===== config.mk =====
export PLATFORM = sky130hd
export DESIGN_NAME = biquad_coeff_sequencer
export DESIGN_NICKNAME = d
export VERILOG_FILES = /design/src/rtl/biquad_coeff_sequencer.sv
export SDC_FILE = /design/constraint.sdc
export NUM_CORES = 1
export LEC_CHECK = 0
export ABC_AREA = 1
export CELL_PAD_IN_SITES_DETAIL_PLACEMENT = 0
export CELL_PAD_IN_SITES_GLOBAL_PLACEMENT = 1
export CORE_MARGIN = 2
export CORE_UTILIZATION = 45
export DETAILED_ROUTE_END_ITERATION = 7
export GPL_ROUTABILITY_DRIVEN = 0
export PLACE_DENSITY_LB_ADDON = 0.1
export SYNTH_ARGS = -nofsm -noshare
export SYNTH_HDL_FRONTEND = slang
export SYNTH_SLANG_ARGS = --single-unit

===== constraint.sdc =====
create_clock -name clk -period 5.2 [get_ports clk]
set_clock_uncertainty 0.1 [all_clocks]
set_input_delay 1.04 -clock clk [delete_from_list [all_inputs] [get_ports clk]]
set_output_delay 1.04 -clock clk [all_outputs]
set_load 0.01 [all_outputs]

===== src/rtl/biquad_coeff_sequencer.sv =====
// Biquad coefficient sequencer: host-written buffer shifted into the filter, highest address first, then committed.
// Optional readback port pair (rd_adr_i / rd_dat_o) enabled by defining BIQUAD_COEFF_READBACK_EN.
//
// state  | meaning
// IDLE   | host may write the buffer; load_i starts a sequence
// SHIFT  | one coefficient per cycle on coeff_dat_o with coeff_wr_o high
// SETTLE | SETTLE_CYCLES quiet cycles before the commit
// UPDATE | coeff_update_o high for one cycle
module biquad_coeff_sequencer #(
    parameter int NCOEFF        = 8,
    parameter int SETTLE_CYCLES = 2,
    parameter int ADRBITS       = 6
) (
    input  logic               clk,
    input  logic               rst,
    input  logic [ADRBITS-1:0] wr_adr_i,
    input  logic [17:0]        wr_dat_i,
    input  logic               wr_i,
    input  logic               load_i,
`ifdef BIQUAD_COEFF_READBACK_EN
    input  logic [ADRBITS-1:0] rd_adr_i,
    output logic [17:0]        rd_dat_o,
`endif
    output logic [17:0]        coeff_dat_o,
    output logic               coeff_wr_o,
    output logic               coeff_update_o,
    output logic               busy_o,
    output logic               done_o,
    output logic               wr_err_o
);

    localparam int              IDXW      = (NCOEFF > 1) ? $clog2(NCOEFF) : 1;
    localparam logic [IDXW-1:0] LAST_IDX  = IDXW'(NCOEFF - 1);
    localparam logic [ADRBITS:0] NCOEFF_A = (ADRBITS + 1)'(NCOEFF);
    localparam logic [3:0]      SETTLE_LD = 4'((SETTLE_CYCLES > 0) ? SETTLE_CYCLES - 1 : 0);

    typedef enum logic [1:0] {IDLE, SHIFT, SETTLE, UPDATE} state_t;

    state_t          state, state_nx;
    logic [17:0]     coeff_buf [NCOEFF];
    logic [IDXW-1:0] idx, idx_nx;
    logic [3:0]      settle_cnt, settle_nx;
    logic            wr_nx, upd_nx;
    logic            wr_ok, wr_drop;

    assign wr_ok   = wr_i && (state == IDLE) && !load_i && ({1'b0, wr_adr_i} < NCOEFF_A);
    assign wr_drop = wr_i && !wr_ok;

    always_comb begin
        state_nx  = state;
        idx_nx    = idx;
        settle_nx = settle_cnt;
        wr_nx     = 1'b0;
        upd_nx    = 1'b0;
        case (state)
            IDLE: begin
                if (load_i) begin
                    state_nx = SHIFT;
                    idx_nx   = LAST_IDX;
                    wr_nx    = 1'b1;
                end
            end
            SHIFT: begin
                if (idx != '0) begin
                    idx_nx = idx - 1'b1;
                    wr_nx  = 1'b1;
                end else if (SETTLE_CYCLES == 0) begin
                    state_nx = UPDATE;
                    upd_nx   = 1'b1;
                end else begin
                    state_nx  = SETTLE;
                    settle_nx = SETTLE_LD;
                end
            end
            SETTLE: begin
                if (settle_cnt == '0) begin
                    state_nx = UPDATE;
                    upd_nx   = 1'b1;
                end else begin
                    settle_nx = settle_cnt - 1'b1;
                end
            end
            UPDATE:  state_nx = IDLE;
            default: state_nx = IDLE;
        endcase
    end

    // Outputs are registered from next-state values so they line up with the state they describe.
    always_ff @(posedge clk) begin
        if (rst) begin
            state          <= IDLE;
            idx            <= '0;
            settle_cnt     <= '0;
            coeff_dat_o    <= '0;
            coeff_wr_o     <= 1'b0;
            coeff_update_o <= 1'b0;
            busy_o         <= 1'b0;
            done_o         <= 1'b0;
            wr_err_o       <= 1'b0;
        end else begin
            state          <= state_nx;
            idx            <= idx_nx;
            settle_cnt     <= settle_nx;
            coeff_wr_o     <= wr_nx;
            coeff_dat_o    <= wr_nx ? coeff_buf[idx_nx] : '0;
            coeff_update_o <= upd_nx;
            busy_o         <= (state_nx != IDLE);
            done_o         <= (state == UPDATE);
            wr_err_o       <= wr_drop;
        end
    end

    // Buffer contents survive reset; only the write path is blocked while rst is high.
    always_ff @(posedge clk) begin
        if (!rst && wr_ok)
            coeff_buf[wr_adr_i[IDXW-1:0]] <= wr_dat_i;
    end

`ifdef BIQUAD_COEFF_READBACK_EN
    always_ff @(posedge clk) begin
        if ({1'b0, rd_adr_i} < NCOEFF_A)
            rd_dat_o <= coeff_buf[rd_adr_i[IDXW-1:0]];
        else
            rd_dat_o <= '0;
    end
`endif

endmodule


==> results of run 1 <==
stage by stage:
step / hold WS (ns) / util / instance area, um^2
after global routing: 0.409 / 0.532 / 8730
after floorplan: 0.349 / - / 7460
after global placement: 0.367 / 0.495 / 8120
after detailed placement: 0.387 / 0.495 / 8120
after CTS: 0.396 / 0.532 / 8730
final: 0.401 / 0.532 / 8730
cell usage in the layout, fill, tap and decap left out:
cell / n
nand4_1: 1
nor2_2: 1
nand3_2: 11
clkbuf_16: 17
nor4_1: 1
edfxtp_1: 144
clkdlybuf4s50_1: 50
dfxtp_1: 32
clkbuf_1: 1
a31oi_1: 1
nor2_1: 47
clkinv_4: 2
nand2_2: 5
ha_1: 4
inv_6: 4
inv_1: 107
nor3b_1: 1
inv_2: 4
clkinvlp_4: 2
clkinv_1: 3
nor3_1: 2
nand3_1: 121
o21ai_0: 6
nor2_4: 1
nor3_2: 8
bufinv_16: 3
nand2_1: 123
a21oi_1: 19
buf_4: 14
nand3_4: 1
nand3b_1: 19
inv_8: 1
cell families after synthesis:
group / count (synthesis)
adder cells (fa/ha/maj): 4
flip-flops: 176
AND/OR/NAND/NOR: 342
buffers and inverters: 146
AO/OA/AOI/OAI: 26
registers in the layout, summed over array words and instances (netlist names):
signal,cells
done_o,1
idx,3
coeff_buf,144
settle_cnt,4
state,2
wr_err_o,1
coeff_update_o,1
busy_o,1
coeff_wr_o,1
coeff_dat_o,18
worst paths after layout:
check / cells after the start / end / slack (ns) / from
worst max-delay path: 9 / coeff_dat_o[0] / 1.98 / load_i
worst min-delay path: 1 / settle_cnt[0] / 0.40 / settle_cnt[0]
worst max register to register: 11 / coeff_dat_o[7] / 2.39 / idx[0]
worst min register to register: 1 / settle_cnt[0] / 0.40 / settle_cnt[0]
report_power, final:
group          leakage (uW)  switching, uW  internal (uW)
clock network      0.000289            539            763
logic               0.00166            752            375
registers           0.00156           28.4           1590
total               0.00350           1320           2730
area by class of cell:
type,instances,area (um^2),area share
clock buffers,18,429,0.0492
clock inverters,14,176,0.0202
inverters,112,420,0.0482
multi-input cells,372,1850,0.213
flip-flops and latches,176,4960,0.569
well taps,220,275,0.0315
repair buffers,64,606,0.0694
layer usage:
metal | vias up | part of all wire | routed length (um)
met5 | - | 0 | 0
met4 | 0 | 0.013 | 203
met3 | 16 | 0.032 | 512
met2 | 81 | 0.51 | 8150
met1 | 2360 | 0.45 | 7120
li1 | 2399 | - | -
==> metrics.txt, run 1 <==
die width=133 um; simple-gate share of the synthesized area=0.219; Placed Cells=944; Layout Nets=775; number of buffers added for setup after CTS=0; vias in the first global route=4777; Pleak=0.00350 uW; cells along the critical path=clkdlybuf4s50_1, nand2_1, nand3_1, nand2_2, inv_2, nand3_1, nand3_1, nand2_1, nor2_1; HPWL after DPL=8.85 mm; distinct cell type count after synthesis=27; Crit path buffers/inverters=2; synth-to-layout area growth=17.0%; Setup TNS=0 ns; Worst path most repeated cell=nand3_1; largest cells by area after synthesis=edfxtp_1 (58%), dfxtp_1 (8.6%), nand3_1 (8.1%); cts hold-fix bufs=0; Inserted Diodes=0; largest net degree at the start of global routing=55; status=completed; GR Util met2=0.334; GR peak layer=met2; Syn Nets=726; H-tree lvl count=4; Crit-path slowest cell=inv_2; final period demand of the worst path=3.22 ns; ys flop type=edfxtp_1; maximum clock insertion buffer count=2; slew of the pin with the lowest slew margin=1.05 ns; total die area=17600 um^2; Detailed Route Iter0 Violations=345; met1 usage=0.238; core area=16400 um^2; pwr dens=464 nW/um^2; Port Buffers=50; Post-Syn Instances=694; layout cells sized above 1=0.0979; CTS tree=done; M3 GR Usage=0.0395; Clock transition at path regs=0.07 ns; commonest cells in the netlist=edfxtp_1 (144), nand2_1 (123), nand3_1 (121); max incr delay on CP=0.89 ns; initial antenna violation count=0; Tot Pwr=4040 uW; Vias per Instance=4.98; required time worst endpoint=5.45 ns; antenna viol nets, final=0; Yosys top cell by area=edfxtp_1; CP Data Arrival Time=3.47 ns; largest family of logic cells by synthesized area=simple AND/OR/NAND/NOR gates; Synth top area share=0.580; count of state elements after synthesis=176; Tcrit/Tclk final=0.619; XOR/XNOR Fraction of Synth Area=0; Post-synth ARST share=0; gr usage total=0.191; Compound-Gate Fraction of Synth Area=0.0176; CP delay by family, top=buffers and inverters; worst-path maximum fanout=54; first drt pass iteration count=4; routed vias=4856; final std cells w/o fill=976; register area share after synthesis=0.666; Clk Tree Root Cell=clkbuf_16; hold crit path type=register to register; syn_area_per_cell=10.7 um^2; total grt overflow=0; row cnt=47; Residual DRC=0; Slew Limit Fails=0; Final setup viols=0; startpoint types=input port; DR WL/cell=16.4 um; post-place setup slack=1.53 ns; MaxCap Viol Count=0; Die H=133 um; Crit Path Category=input port to register; fmax=311 MHz; io pins=51; final worst slack=1.98 ns; Post-synth EDFFs=144; synth warn=0; Slew headroom=0.296; mux cell area share after synthesis=0; synthesized area=7460 um^2; fillcell total=1480; most common cell in the netlist=edfxtp_1; crit path capture type=register; Clock Latency Late Sink=0.42 ns; Resize count post-CTS=0; Initial Util=0.455; Synth Area in Adders=0.00671; RSZ-0062 raised after global routing=no; Fin. Hold Viols=0; Clock Sinks=176; total CTS buffers=17; drt total wl=16.0 mm; peak supply drop=0.000318 V; first-pass GRT wire length=25.5 mm
No activity file was read; power rests on OpenSTA's default activity.
==> run 2: changes to the inputs <==
clock period = 3.05 ns   (was 5.2 ns; I/O delays follow)
==> metrics.txt, run 2 (same netlist as run 1, synthesis figures left out) <==
Internal Power=4590 uW; Slew headroom=0.617; H-tree lvl count=4; largest net degree at the start of global routing=73; worst-path maximum fanout=11; row cnt=47; final worst slack=0.794 ns; sequential power share=0.400; post-place setup slack=0.415 ns; commonest cells after routing, fill and taps aside=edfxtp_1 (144), nand2_1 (123), nand3_1 (121); Crit-path slowest cell=clkdlybuf4s50_1; MaxCap Viol Count=0; Clk Tree Root Cell=clkbuf_16; Worst path most repeated cell=buf_4; gr usage total=0.210; Clock Power Share=0.291; maximum clock insertion buffer count=2; cells along the critical path=clkdlybuf4s50_1, inv_1, nand3_1, nor4_1, buf_4, nand3_1, buf_4, nor3_2, buf_4; Reg2Reg Depth=12; final period demand of the worst path=2.26 ns; Resize count post-CTS=0; Final setup viols=0; Crit Path Category=input port to register; drt total wl=17.6 mm; synth-to-layout area growth=18.6%; Clock transition at path regs=0.06 ns; routed vias=4898; max incr delay on CP=0.43 ns; pwr dens=779 nW/um^2; startpoint types=input port; switching power=2300 uW; Initial Util=0.455; fmax=443 MHz; Placed Cells=960; Vias per Instance=4.94; CP delay by family, top=buffers and inverters; Clock Sinks=176; Inserted Diodes=0; slew of the pin with the lowest slew margin=0.572 ns; max reg flops=144; number of buffers added for setup after CTS=0; initial antenna violation count=0; Comb power frac=0.309; commonest non-fill, non-tap cell in the layout=edfxtp_1; Detailed Route Iter0 Violations=432; Crit. path cell count=9; crit path capture type=register; WHS Path Cells=1; CTS tree=done; fillcell total=1447; Tcrit/Tclk final=0.740; Fin. Hold Viols=0; Layout Nets=791; peak supply drop=0.000503 V; Clock Latency Late Sink=0.42 ns; RSZ-0062 raised after global routing=no; Residual DRC=0; status=completed; required time worst endpoint=3.07 ns; Pleak=0.00358 uW; sw frac=0.334; hold crit path type=register to register; cts hold-fix bufs=0; Port Buffers=50; total grt overflow=0; first drt pass iteration count=5; CP Data Arrival Time=2.27 ns; layout cells sized above 1=0.114; antenna viol nets, final=0; io pins=51; first-pass GRT wire length=27.4 mm; vias in the first global route=4797; Setup TNS=0 ns; core area=16400 um^2; total die area=17600 um^2; Crit path buffers/inverters=5; HPWL after DPL=11.2 mm; total CTS buffers=17; Die H=133 um; Slew Limit Fails=0; final std cells w/o fill=991; die width=133 um; DR WL/cell=17.8 um
## run 2: cell types whose count changed in the layout (fill, tap and decap cells not counted), sizes merged
cell	before	now
buf	14	30
inv	116	111
clkbuf	18	26
clkinv	5	3
clkinvlp	2	3
bufinv	3	0
## run 2: final timing paths
check	startpoint	end	slack, ns
max	load_i	coeff_buf[1][8]	0.79
min	settle_cnt[0]	settle_cnt[0]	0.38
max reg2reg	idx[0]	coeff_dat_o[1]	0.90
min reg2reg	settle_cnt[0]	settle_cnt[0]	0.38
## run 2: power groups by stage
stage,Combinational (uW),Clock [uW],Sequential (uW)
after floorplan,1460,0,2840
after global placement,2120,0,2810
after detailed placement,2120,0,2810
after CTS,2130,2040,2760
after global routing,2360,2140,2770
final,2130,2000,2760
## run 2: cell type report
class	instances	area [um^2]	share of cell area
multi-input cells	372	1850	0.210
flip-flops and latches	176	4960	0.561
clock inverters	5	32.5	0.00368
inverters	112	420	0.0475
repair buffers	80	788	0.0891
clock buffers	26	509	0.0576
well taps	220	275	0.0311
## run 2: worst register-to-register path: cells and delay by family (launching register included)
kind            cells  cell delay, ns
compound gates      1            0.23
buf+inv             3            0.44
flops               1            0.38
fa+ha+maj           1            0.21
simple gates        7            0.73
## run 2: layer usage
metal	wire length, um	vias up	global-route usage	part of all wire
met3	663	19	0.0349	0.038
met4	252	0	0.0585	0.014
met1	8240	2337	0.297	0.47
li1	-	2426	-	-
met5	0	-	0	0
met2	8480	116	0.336	0.48
## run 2: per-stage QoR
stage	hold WS (ns)	utilization	instance area, um^2	power [uW]
2_1_floorplan	0.349	-	7460	4290
3_3_place_gp	0.368	0.506	8300	4930
3_5_place_dp	0.377	0.506	8300	4930
4_1_cts	0.384	0.539	8840	6930
5_1_grt	0.406	0.539	8840	7260
6_report	0.385	0.539	8840	6890
==> run 3: changes to the inputs <==
CORE_UTILIZATION = 42   (was 45)
clock period = 2 ns   (was 3.05 ns; I/O delays follow)
==> metrics.txt, run 3 (same netlist as run 1, synthesis figures left out) <==
status=completed; Residual DRC=0; Vias per Instance=4.88; largest net degree at the start of global routing=46; DR WL/cell=16.7 um; row cnt=48; Slew Limit Fails=0; Slew headroom=0.752; Layout Nets=809; H-tree lvl count=4; first-pass GRT wire length=26.2 mm; io pins=51; commonest cells after routing, fill and taps aside=edfxtp_1 (144), nand2_1 (123), nand3_1 (119); required time worst endpoint=2.04 ns; gr usage total=0.190; drt total wl=17.0 mm; initial antenna violation count=0; final period demand of the worst path=1.92 ns; first drt pass iteration count=4; Initial Util=0.430; startpoint types=input port; CP Data Arrival Time=1.96 ns; maximum clock insertion buffer count=2; Fin. Hold Viols=0; max incr delay on CP=0.49 ns; RSZ-0062 raised after global routing=yes; Clk Tree Root Cell=clkbuf_16; total CTS buffers=17; vias in the first global route=4776; die width=137 um; Crit-path slowest cell=clkdlybuf4s50_1; Pleak=0.00383 uW; Final setup viols=0; Port Buffers=50; routed vias=4950; total die area=18800 um^2; commonest non-fill, non-tap cell in the layout=edfxtp_1; Detailed Route Iter0 Violations=261; cells along the critical path=clkdlybuf4s50_1, nand3_2, nor4_4, buf_4, nand3_4, nor3_4, clkbuf_16; Inserted Diodes=0; Clock Latency Late Sink=0.42 ns; final std cells w/o fill=1015; total grt overflow=0; Die H=137 um; core area=17400 um^2; CTS tree=done; peak supply drop=0.000698 V; fmax=520 MHz; antenna viol nets, final=0; worst-path maximum fanout=9; Clock Sinks=176; hold crit path type=input port to register; pwr dens=1200 nW/um^2; Clock transition at path regs=0.06 ns; Crit Path Category=input port to register; Tcrit/Tclk final=0.962; max reg flops=144; slew of the pin with the lowest slew margin=0.371 ns; layout cells sized above 1=0.147; MaxCap Viol Count=0; cts hold-fix bufs=0; HPWL after DPL=10.4 mm; crit path capture type=register; Final Core Density=0.545; Placed Cells=978; synth-to-layout area growth=26.8%
[run 3: changes by cell type in the layout (fill, tap and decap cells not counted), moves of 3 or more]
| cell | before | now |
|---|---|---|
| buf_4 | 25 | 21 |
| nor3_2 | 8 | 0 |
| clkbuf_8 | 5 | 2 |
| clkbuf_16 | 17 | 20 |
| buf_12 | 5 | 23 |
| nor3_4 | 0 | 8 |
| bufinv_16 | 0 | 3 |
| clkbuf_1 | 4 | 1 |
[run 3: final cells by class]
type | instances | area, um^2
clock buffer | 20 | 457
clock inverter | 12 | 158
fill | 1514 | 7900
inverter | 112 | 423
multi-input combinational | 372 | 1960
sequential | 176 | 4970
tap | 225 | 282
timing repair buffer | 98 | 1210
[run 3: metrics by stage]
step / hold slack (ns) / area [um^2] / TNS, ns / total power [uW] / worst slack (ns)
after floorplan: 0.349 / 7590 / -10.61 / 6570 / -0.178
after global placement: 0.372 / 8720 / -51.49 / 7900 / -0.404
after detailed placement: 0.379 / 8720 / -50.48 / 7920 / -0.399
after CTS: 0.393 / 9340 / 0 / 11300 / 0.0485
after global routing: 0.330 / 9450 / -0.0133 / 12000 / -0.00450
final: 0.309 / 9450 / 0 / 11400 / 0.0755
[run 3: path summary, 6_finish.rpt]
check	slack, ns	startpoint	cells after the start	end
max	0.08	wr_i	7	coeff_buf[5][11]
min	0.31	load_i	5	wr_err_o
max reg2reg	0.10	state[1]	7	coeff_buf[5][11]
min reg2reg	0.39	settle_cnt[0]	1	settle_cnt[0]
[run 3: report_power, final]
group | total (uW) | leakage, uW | internal (uW) | switching, uW
registers | 4200 | 0.00156 | 4130 | 67.9
clock network | 3390 | 0.000293 | 2040 | 1350
logic | 3790 | 0.00198 | 1590 | 2190
[run 3: repair_timing]
action,CTS,global route
gates resized for setup,0,5
setup endpoints to repair,0,22
buffers inserted,0,2
[run 3: layer usage]
metal	global-route usage	vias to the layer above	share of wire
met5	0	-	0
met1	0.241	2331	0.44
met3	0.0375	15	0.044
met2	0.329	130	0.50
li1	-	2474	-
met4	0.0550	0	0.013
[run 3: critical path, delay by kind of cell]
| kind | cells | cell delay [ns] |
|---|---|---|
| AND/OR/NAND/NOR | 4 | 0.66 |
| buffers and inverters | 3 | 0.88 |
